<file path="src/rtl/dmux_stream_sequencer.sv">
// Valid/ready front-end for a fixed-latency pipelined demux: holds sel/in stable
// for LATENCY cycles, then captures the selected lane and strobes it downstream.
module dmux_stream_sequencer #(
  parameter int WIDTH        = 1,
  parameter int OUTPUT_COUNT = 2,
  parameter int LATENCY      = 0
) (
  input  logic                               clk,
  input  logic                               rst_n,
  input  logic                               s_valid,
  output logic                               s_ready,
  input  logic [$clog2(OUTPUT_COUNT):0]      s_sel,
  input  logic [WIDTH-1:0]                   s_data,
  output logic [$clog2(OUTPUT_COUNT):0]      dmux_sel,
  output logic [WIDTH-1:0]                   dmux_in,
  input  logic [WIDTH*OUTPUT_COUNT-1:0]      dmux_out,
  output logic [OUTPUT_COUNT-1:0]            m_strobe,
  output logic [WIDTH*OUTPUT_COUNT-1:0]      m_data,
  output logic                               err
);

  localparam int SW = $clog2(OUTPUT_COUNT) + 1;
  localparam int CW = (LATENCY == 0) ? 1 : $clog2(LATENCY + 1);
  localparam logic [SW-1:0] LANES = SW'(OUTPUT_COUNT);

  typedef enum logic {IDLE, HOLD} state_t;

  state_t                          r_state, w_state_nxt;
  logic [CW-1:0]                   r_cnt;
  logic [SW-1:0]                   r_dmux_sel;
  logic [WIDTH-1:0]                r_dmux_in;
  logic [OUTPUT_COUNT-1:0]         r_m_strobe;
  logic [WIDTH*OUTPUT_COUNT-1:0]   r_m_data;
  logic                            r_err;

  logic w_accept, w_in_range, w_load, w_drop, w_capture;

  assign s_ready    = (r_state == IDLE) && rst_n;
  assign w_accept   = s_valid && s_ready;
  assign w_in_range = (s_sel < LANES);

  always_comb begin
    w_state_nxt = r_state;
    w_load      = 1'b0;
    w_drop      = 1'b0;
    w_capture   = 1'b0;
    case (r_state)
      IDLE: begin
        if (w_accept) begin
          if (w_in_range) begin
            w_load      = 1'b1;
            w_state_nxt = HOLD;
          end else begin
            w_drop = 1'b1;
          end
        end
      end
      HOLD: begin
        if (r_cnt == '0) begin
          w_capture   = 1'b1;
          w_state_nxt = IDLE;
        end
      end
      default: w_state_nxt = IDLE;
    endcase
  end

  always_ff @(posedge clk) begin
    if (!rst_n) begin
      r_state    <= IDLE;
      r_cnt      <= '0;
      r_dmux_sel <= '0;
      r_dmux_in  <= '0;
      r_m_strobe <= '0;
      r_m_data   <= '0;
      r_err      <= 1'b0;
    end else begin
      r_state <= w_state_nxt;
      r_err   <= w_drop;
      if (w_load) begin
        r_dmux_sel <= s_sel;
        r_dmux_in  <= s_data;
        r_cnt      <= CW'(LATENCY);
      end else if (r_state == HOLD && r_cnt != '0) begin
        r_cnt <= r_cnt - CW'(1);
      end
      // Lane decode by loop keeps the capture mux free of a variable multiply.
      for (int unsigned k = 0; k < OUTPUT_COUNT; k++) begin
        r_m_strobe[k] <= w_capture && (r_dmux_sel == SW'(k));
        if (w_capture && (r_dmux_sel == SW'(k)))
          r_m_data[k*WIDTH +: WIDTH] <= dmux_out[k*WIDTH +: WIDTH];
      end
    end
  end

  assign dmux_sel = r_dmux_sel;
  assign dmux_in  = r_dmux_in;
  assign m_strobe = r_m_strobe;
  assign m_data   = r_m_data;
  assign err      = r_err;

endmodule
</file>
<file path="config.mk">
export PLATFORM = sky130hd
export DESIGN_NAME = dmux_stream_sequencer
export DESIGN_NICKNAME = d
export VERILOG_FILES = /design/src/rtl/dmux_stream_sequencer.sv
export SDC_FILE = /design/constraint.sdc
export NUM_CORES = 1
export LEC_CHECK = 0
export ABC_AREA = 1
export CELL_PAD_IN_SITES_DETAIL_PLACEMENT = 0
export CELL_PAD_IN_SITES_GLOBAL_PLACEMENT = 1
export CORE_UTILIZATION = 25
export DETAILED_ROUTE_END_ITERATION = 8
export GPL_ROUTABILITY_DRIVEN = 0
export PLACE_DENSITY = 0.79
export SLEW_MARGIN = 10
export SYNTH_ARGS = -nofsm -noshare
export SYNTH_HDL_FRONTEND = slang
export SYNTH_SLANG_ARGS = --single-unit
export TNS_END_PERCENT = 10
</file>
<file path="constraint.sdc">
create_clock -name clk -period 2.3 [get_ports clk]
set_input_delay 0.46 -clock clk [delete_from_list [all_inputs] [get_ports clk]]
set_output_delay 0.46 -clock clk [all_outputs]
set_load 0.01 [all_outputs]
</file>
After elaboration in Yosys (flattened, before gate mapping) --
Cells that the tools add are included.
Word-level totals: logic and storage cells 30, register bits 10, output and inout bits 9, input port bits 8
Cells by class: multiplexer cells 8, add/subtract/negate cells 1, eq/ne operators 1, bitwise operators 3, order comparisons 1, reductions and logical operators 8
Operators with widths (count):
- $mux W1 | 7
- $logic_and A1 B1 Y1 | 5
- $not A1 Y1 | 3
- $reduce_or A3 Y1 | 1
- $eq A2 B1 Y1 const B | 1
- $logic_not A2 Y1 | 1
- $lt A2 B2 Y1 const B | 1
- $pmux W1 S2 | 1
- $reduce_or A2 Y1 | 1
- $sub A1 B1 Y1 const B | 1

Longest topological paths before layout --
Gate-level depths: netlist of run 1.
depth in word-level cells 6, mapped depth 6

Worst setup path before layout of run 1 --
No wires, ideal clock.
path kind input -> output, start input rst_n, end output s_ready, cell stages on the path 2, data arrival time 0.629 ns, path slack 1.211 ns, cell sequence inv_2 nor2_4
Between the ends: longest elaborated chain between the ends 1
Ends and longest elaborated chain:
- from (decl) | RTL line 9 | input logic rst_n,
- $logic_and A1 B1 Y1 | RTL line 38 | assign s_ready = (r_state == IDLE) && rst_n;
- to (decl) | RTL line 11 | output logic s_ready,
No other way between the ends.

Final worst setup path of run 1 --
Ends and elaborated chain as after synthesis.

==> impl_metrics.xml, run 1 <==
<?xml version="1.0" encoding="UTF-8"?>
<metrics>
  <group name="clocking">
    <metric name="cts.repair.resized" unit="">0</metric>
    <metric name="cts-buffers-inserted" unit="">3</metric>
    <metric name="cts-root-to-sink-buffers" unit="">2</metric>
    <metric name="tritoncts" unit="">yes</metric>
    <metric name="clock_latency" unit="ns">0.27</metric>
    <metric name="cts.sink_count" unit="">10</metric>
    <metric name="cts.hold.buffers_added" unit="">0</metric>
    <metric name="clock_tree.htree_level_count" unit="">1</metric>
    <metric name="post-cts-setup-buffer-count" unit="">0</metric>
    <metric name="ctsRootBufferMaster" unit="">sky130_fd_sc_hd__clkbuf_4</metric>
    <metric name="cts.reportedPaths.clkPinSlew" unit="ns">0.06</metric>
  </group>
  <group name="grt">
    <metric name="grt_antenna_before_repair" unit="">0</metric>
    <metric name="pin_count_of_the_biggest_net_entering_global_routing" unit="">7</metric>
    <metric name="track_usage" unit="%">11.1</metric>
    <metric name="first_global_vias" unit="">329</metric>
    <metric name="globalRouteOverflowTotal" unit="">0</metric>
    <metric name="first_pass_grt_wire_length" unit="microns">1370</metric>
  </group>
  <group name="cells_and_area">
    <metric name="finish.net_count" unit="">81</metric>
    <metric name="areaGrowthSynthToFinish" unit="%">53.5</metric>
    <metric name="fraction_of_layout_instances_using_a_drive_strength_above_1" unit="%">15.5</metric>
    <metric name="finish.utilization" unit="%">43.3</metric>
    <metric name="num_antenna_cells" unit="">0</metric>
  </group>
  <group name="critical_path">
    <metric name="worstReg2RegStart" unit="">r_state$_SDFF_PN0_</metric>
    <metric name="cp_max_fo" unit="">6</metric>
    <metric name="worst-endpoint-arrival" unit="ns">1.70</metric>
    <metric name="worst-r2r-cell-count" unit="">5</metric>
    <metric name="crit_start" unit="">rst_n</metric>
    <metric name="worstSetupEndpointType" unit="">output pin</metric>
    <metric name="criticalPathCategory" unit="">input port to output pin</metric>
    <metric name="cp_data_required_time" unit="ns">1.84</metric>
    <metric name="critical_path.startpoint_type" unit="">input port</metric>
  </group>
  <group name="floorplanning">
    <metric name="height_of_the_chip" unit="microns">41.5</metric>
    <metric name="core_region_area" unit="sq mm">0.00138</metric>
    <metric name="floorplan.initialDensity" unit="%">28.2</metric>
    <metric name="die_x" unit="microns">41.5</metric>
    <metric name="die_area" unit="sq mm">0.00172</metric>
    <metric name="pin_count" unit="">17</metric>
    <metric name="floorplan.rows" unit="">13</metric>
  </group>
  <group name="timing">
    <metric name="post-route-min-period" unit="ns">2.16</metric>
    <metric name="fmaxAchievable" unit="MHz">462</metric>
    <metric name="fin_ws" unit="ns">0.136</metric>
    <metric name="unrepaired_setup_endpoints_after_global_routing" unit="">no</metric>
    <metric name="setup_total_negative_slack" unit="ns">0</metric>
    <metric name="worst_slew_margin_rel" unit="%">84.9</metric>
    <metric name="layout_worst_path_cycle_share" unit="%">94.1</metric>
    <metric name="final_hold_viol_count" unit="">0</metric>
    <metric name="timing.clock.skew" unit="ns">0.00424</metric>
    <metric name="final_max_slew_viol_count" unit="">0</metric>
    <metric name="setup_violations" unit="">0</metric>
    <metric name="worst_pin_slew" unit="ns">0.226</metric>
  </group>
  <group name="synth">
    <metric name="mean_instance_size_in_the_synthesized_netlist" unit="sq um">7.65</metric>
    <metric name="post-synth-top-area-cell" unit="">sky130_fd_sc_hd__dfxtp_1</metric>
    <metric name="post_synth_instance_area" unit="sq um">390</metric>
    <metric name="yosysMostFrequentCell" unit="">sky130_fd_sc_hd__nor2_1</metric>
    <metric name="ys.warnings.count" unit="">0</metric>
    <metric name="synth_top_cell_area_share" unit="%">51.3</metric>
    <metric name="post_synthesis_cell_type_count" unit="">12</metric>
    <metric name="synth-seq-cells" unit="">10</metric>
    <metric name="synthesis.nets" unit="">59</metric>
    <metric name="synth_top_cells_by_count" unit="">sky130_fd_sc_hd__nor2_1 (12), sky130_fd_sc_hd__dfxtp_1 (10), sky130_fd_sc_hd__nand2_1 (10)</metric>
    <metric name="postSynth.asyncResetShare" unit="%">0</metric>
    <metric name="ys_dominant_reg_cell" unit="">sky130_fd_sc_hd__dfxtp_1</metric>
    <metric name="seq_area_frac_synth" unit="%">51.3</metric>
    <metric name="yosys-top-cells-area" unit="">sky130_fd_sc_hd__dfxtp_1 (51%), sky130_fd_sc_hd__nor2_1 (12%), sky130_fd_sc_hd__nand2_1 (9.6%), sky130_fd_sc_hd__inv_1 (5.8%), sky130_fd_sc_hd__nor2_4 (5.8%)</metric>
    <metric name="synth_edf_count" unit="">0</metric>
    <metric name="syn-instance-count" unit="">51</metric>
  </group>
  <group name="routing">
    <metric name="drt-total-wl" unit="microns">782</metric>
    <metric name="vias_per_cell" unit="">4.37</metric>
    <metric name="vias_post_dr" unit="">376</metric>
    <metric name="detail-route-antenna-nets" unit="">0</metric>
    <metric name="drt_pre_antenna_iters" unit="">2</metric>
    <metric name="highest-signal-layer" unit="">met4</metric>
    <metric name="drc" unit="">0</metric>
    <metric name="wl_met2" unit="microns">319</metric>
    <metric name="detail_route.wirelength.met1" unit="microns">378</metric>
    <metric name="detail_route.iter0.violations" unit="">5</metric>
    <metric name="met3RoutedLength" unit="microns">68</metric>
    <metric name="wl_per_cell" unit="microns">9.09</metric>
  </group>
  <group name="placement">
    <metric name="place_worst_setup_slack" unit="ns">0.144</metric>
    <metric name="dpl.hpwl" unit="microns">576</metric>
    <metric name="count_of_buffers_inserted_at_the_top_level_ports" unit="">16</metric>
  </group>
  <group name="pwr">
    <metric name="ir_drop" unit="uV">201</metric>
    <metric name="power_density_over_the_cells" unit="mW/mm^2">570</metric>
    <metric name="leakagePower" unit="nW">0.237</metric>
  </group>
  <group name="worst_hold_path">
    <metric name="hold_path_class" unit="">flip-flop to flip-flop</metric>
    <metric name="worstHoldStart" unit="">m_data[0]$_SDFFE_PN0P_</metric>
    <metric name="timing.hold.worst_path_depth" unit="">2</metric>
  </group>
  <group name="job">
    <metric name="drv_cap" unit="">0</metric>
  </group>
  <group name="status">
    <metric name="status" unit="">finished, final reports clean</metric>
  </group>
</metrics>
flip-flops by register name, indices dropped and copies added (netlist names):
name and count:
dmux_sel 2, m_data 2, m_strobe 2, dmux_in 1, err 1, r_cnt 1, r_state 1
cell families (layout without fill, tap and decap cells):
logic type      Yosys count  count (layout)  synth area share, %
compound gates            2               2                 3.52
buf+inv                   9              29                 8.65
flops                    10              10                 51.3
simple gates             30              30                 36.5
worst max-delay path: stages:
cell                              delay, ns
sky130_fd_sc_hd__clkdlybuf4s50_1       0.49
sky130_fd_sc_hd__inv_2                 0.08
sky130_fd_sc_hd__nor2_4                0.12
sky130_fd_sc_hd__clkdlybuf4s50_1       0.55
power breakdown:
part / internal [mW] / switching (mW)
Sequential: 0.177 / 0.00262
Clock: 0.0604 / 0.0575
Combinational: 0.0248 / 0.0195
cell usage in the layout, fill, tap and decap left out, drive strengths merged:
cell,instances
nand2,10
a21oi,2
nand4,2
nor2,14
inv,9
nor3,2
clkdlybuf4s50,16
nand3,2
dfxtp,10
buf,1
clkbuf,3
routing by layer:
layer  GRT usage, %  vias up
met1           12.8      160
met2           14.1       17
met3           7.83        4
li1               -      195
met5              0        -
met4           7.74        0
cell type report:
class	count	area (sq um)
flip-flops and latches	10	200
repair buffers	17	168
multi-input cells	32	156
well taps	15	18.8
inverters	9	33.8
clock buffers	3	22.5
fillers	152	783
path summary, 6_finish.rpt:
path / slack [ns] / to
hold / removal: 0.47 / m_data[0]$_SDFFE_PN0P_
setup reg to reg: 1.33 / m_data[0]$_SDFFE_PN0P_
setup / recovery: 0.14 / s_ready
hold reg to reg: 0.47 / m_data[0]$_SDFFE_PN0P_
stage by stage:
| stage | instance area [sq um] | std cells | total power [mW] | hold WS, ns |
|---|---|---|---|---|
| floorplan | 390 | 51 | 0.201 | 0.449 |
| CTS | 599 | 86 | 0.351 | 0.469 |
| global placement | 577 | 83 | 0.228 | 0.458 |
| global route | 599 | 86 | 0.368 | 0.512 |
| finish | 599 | 86 | 0.342 | 0.474 |
| detailed placement | 577 | 83 | 0.228 | 0.460 |
No activity file was read; power rests on OpenSTA's default activity.
==> run 2: changes to the inputs <==
CORE_UTILIZATION = 28   (was 25)
PLACE_DENSITY = 0.86   (was 0.79)
==> impl_metrics.xml, run 2 (same netlist as run 1, synthesis figures left out) <==
<?xml version="1.0" encoding="UTF-8"?>
<metrics>
  <group name="routing">
    <metric name="drt-total-wl" unit="microns">706</metric>
    <metric name="drc" unit="">0</metric>
    <metric name="detail-route-antenna-nets" unit="">0</metric>
    <metric name="vias_per_cell" unit="">4.33</metric>
    <metric name="drt_pre_antenna_iters" unit="">4</metric>
    <metric name="wl_per_cell" unit="microns">8.21</metric>
    <metric name="vias_post_dr" unit="">372</metric>
    <metric name="detail_route.iter0.violations" unit="">10</metric>
  </group>
  <group name="critical_path">
    <metric name="crit_start" unit="">rst_n</metric>
    <metric name="critPathCapture" unit="">s_ready</metric>
    <metric name="criticalPathCategory" unit="">input port to output pin</metric>
    <metric name="critical_path.startpoint_type" unit="">input port</metric>
    <metric name="cp_max_fo" unit="">6</metric>
    <metric name="worstReg2RegStart" unit="">r_state$_SDFF_PN0_</metric>
    <metric name="regToRegSetupSlack" unit="ns">1.36</metric>
    <metric name="cp_data_required_time" unit="ns">1.84</metric>
    <metric name="worst-endpoint-arrival" unit="ns">1.70</metric>
    <metric name="worst_r2r_endpoint" unit="">m_data[0]$_SDFFE_PN0P_</metric>
    <metric name="worstSetupEndpointType" unit="">output pin</metric>
    <metric name="worst-r2r-cell-count" unit="">5</metric>
  </group>
  <group name="clocking">
    <metric name="tritoncts" unit="">yes</metric>
    <metric name="post-cts-setup-buffer-count" unit="">0</metric>
    <metric name="ctsRootBufferMaster" unit="">sky130_fd_sc_hd__clkbuf_4</metric>
    <metric name="clock_latency" unit="ns">0.26</metric>
    <metric name="cts.hold.buffers_added" unit="">0</metric>
    <metric name="cts-buffers-inserted" unit="">3</metric>
    <metric name="cts-root-to-sink-buffers" unit="">2</metric>
    <metric name="clock_tree.htree_level_count" unit="">1</metric>
    <metric name="cts.repair.resized" unit="">0</metric>
    <metric name="cts.reportedPaths.clkPinSlew" unit="ns">0.06</metric>
    <metric name="cts.sink_count" unit="">10</metric>
  </group>
  <group name="pwr">
    <metric name="ir_drop" unit="uV">246</metric>
    <metric name="internal_power" unit="mW">0.262</metric>
    <metric name="power.net_switching" unit="mW">0.0760</metric>
    <metric name="power_density_over_the_cells" unit="mW/mm^2">564</metric>
    <metric name="leakagePower" unit="nW">0.237</metric>
    <metric name="switching_share" unit="%">22.5</metric>
    <metric name="power_frac_comb" unit="%">12.8</metric>
    <metric name="power.sequential.fraction" unit="%">53.2</metric>
    <metric name="power.clock.fraction" unit="%">34.0</metric>
    <metric name="totalPowerFinal" unit="mW">0.338</metric>
  </group>
  <group name="floorplanning">
    <metric name="die_x" unit="microns">39.3</metric>
    <metric name="core_region_area" unit="sq mm">0.00130</metric>
    <metric name="pin_count" unit="">17</metric>
    <metric name="floorplan.rows" unit="">13</metric>
    <metric name="floorplan.initialDensity" unit="%">30.0</metric>
    <metric name="height_of_the_chip" unit="microns">39.3</metric>
    <metric name="die_area" unit="sq mm">0.00155</metric>
  </group>
  <group name="placement">
    <metric name="placedCellCount" unit="">83</metric>
    <metric name="count_of_buffers_inserted_at_the_top_level_ports" unit="">16</metric>
    <metric name="dpl.hpwl" unit="microns">553</metric>
    <metric name="place_worst_setup_slack" unit="ns">0.146</metric>
  </group>
  <group name="timing">
    <metric name="timing.clock.skew" unit="ns">0.00558</metric>
    <metric name="post-route-min-period" unit="ns">2.16</metric>
    <metric name="fmaxAchievable" unit="MHz">464</metric>
    <metric name="setup_violations" unit="">0</metric>
    <metric name="unrepaired_setup_endpoints_after_global_routing" unit="">no</metric>
    <metric name="fin_ws" unit="ns">0.144</metric>
    <metric name="final_hold_viol_count" unit="">0</metric>
    <metric name="setup_total_negative_slack" unit="ns">0</metric>
    <metric name="worst_pin_slew" unit="ns">0.217</metric>
    <metric name="worst_slew_margin_rel" unit="%">85.5</metric>
    <metric name="final_max_slew_viol_count" unit="">0</metric>
    <metric name="layout_worst_path_cycle_share" unit="%">93.7</metric>
  </group>
  <group name="grt">
    <metric name="first_pass_grt_wire_length" unit="microns">1220</metric>
    <metric name="globalRouteOverflowTotal" unit="">0</metric>
    <metric name="first_global_vias" unit="">305</metric>
    <metric name="grt_antenna_before_repair" unit="">0</metric>
    <metric name="track_usage" unit="%">12.2</metric>
    <metric name="pin_count_of_the_biggest_net_entering_global_routing" unit="">7</metric>
  </group>
  <group name="job">
    <metric name="drv_cap" unit="">0</metric>
  </group>
  <group name="cells_and_area">
    <metric name="finish.net_count" unit="">81</metric>
    <metric name="fraction_of_layout_instances_using_a_drive_strength_above_1" unit="%">15.5</metric>
    <metric name="layout.cells.most_common" unit="">sky130_fd_sc_hd__clkdlybuf4s50_1</metric>
    <metric name="finish.utilization" unit="%">46.1</metric>
    <metric name="layout.cells.most_common_list" unit="">sky130_fd_sc_hd__clkdlybuf4s50_1 (16), sky130_fd_sc_hd__nor2_1 (12), sky130_fd_sc_hd__nand2_1 (10), sky130_fd_sc_hd__dfxtp_1 (10), sky130_fd_sc_hd__inv_1 (6)</metric>
    <metric name="num_antenna_cells" unit="">0</metric>
    <metric name="areaGrowthSynthToFinish" unit="%">53.5</metric>
    <metric name="finalNonFillerCells" unit="">86</metric>
  </group>
  <group name="worst_hold_path">
    <metric name="hold_path_class" unit="">flip-flop to flip-flop</metric>
  </group>
  <group name="status">
    <metric name="status" unit="">finished, final reports clean</metric>
  </group>
</metrics>
## run 2: area by class of cell
type                    instances  area (sq um)
fillers                       151           702
flip-flops and latches         10           200
repair buffers                 17           168
multi-input cells              32           156
inverters                       9          33.8
clock buffers                   3          22.5
well taps                      15          18.8
## run 2: critical path, stage by stage
cell and delay [ns]:
sky130_fd_sc_hd__clkdlybuf4s50_1 0.49, sky130_fd_sc_hd__inv_2 0.08, sky130_fd_sc_hd__nor2_4 0.11, sky130_fd_sc_hd__clkdlybuf4s50_1 0.55
## run 2: stage by stage
step | cell area (sq um) | hold slack, ns
after floorplan | 390 | 0.449
after global placement | 577 | 0.452
after detailed placement | 577 | 0.467
after CTS | 599 | 0.476
after global routing | 599 | 0.504
final | 599 | 0.467
## run 2: worst min-delay path by stage
stage	depth (start not counted)	to	slack (ns)	startpoint
after CTS	2	m_data[0]$_SDFFE_PN0P_	0.48	m_data[0]$_SDFFE_PN0P_
after global routing	2	m_data[0]$_SDFFE_PN0P_	0.50	m_data[0]$_SDFFE_PN0P_
after floorplan	2	r_cnt$_SDFFE_PP0P_	0.45	r_cnt$_SDFFE_PP0P_
final	2	m_data[0]$_SDFFE_PN0P_	0.47	m_data[0]$_SDFFE_PN0P_
after detailed placement	2	m_data[0]$_SDFFE_PN0P_	0.47	m_data[0]$_SDFFE_PN0P_
after global placement	2	m_data[0]$_SDFFE_PN0P_	0.45	m_data[0]$_SDFFE_PN0P_
## run 2: power groups by stage
stage / Clock (mW) / Combinational [mW] / Sequential [mW]
after global routing: 0.128 / 0.0484 / 0.180
after detailed placement: 0 / 0.0437 / 0.184
after CTS: 0.121 / 0.0440 / 0.180
after floorplan: 0 / 0.0161 / 0.185
after global placement: 0 / 0.0439 / 0.183
final: 0.115 / 0.0434 / 0.180
## run 2: metal layers
metal	vias up	track usage, %	routed length, microns
met3	2	3.41	54
li1	195	-	-
met4	0	10.3	5
met1	160	16.7	329
met2	15	15.0	318
met5	-	0	0
==> run 3: changes to the inputs <==
SKIP_LAST_GASP = 1   (was not set)
SLEW_MARGIN = 30   (was 10)
==> results of run 3 <==
Final layout, timing and power as in run 2 (identical DEF).
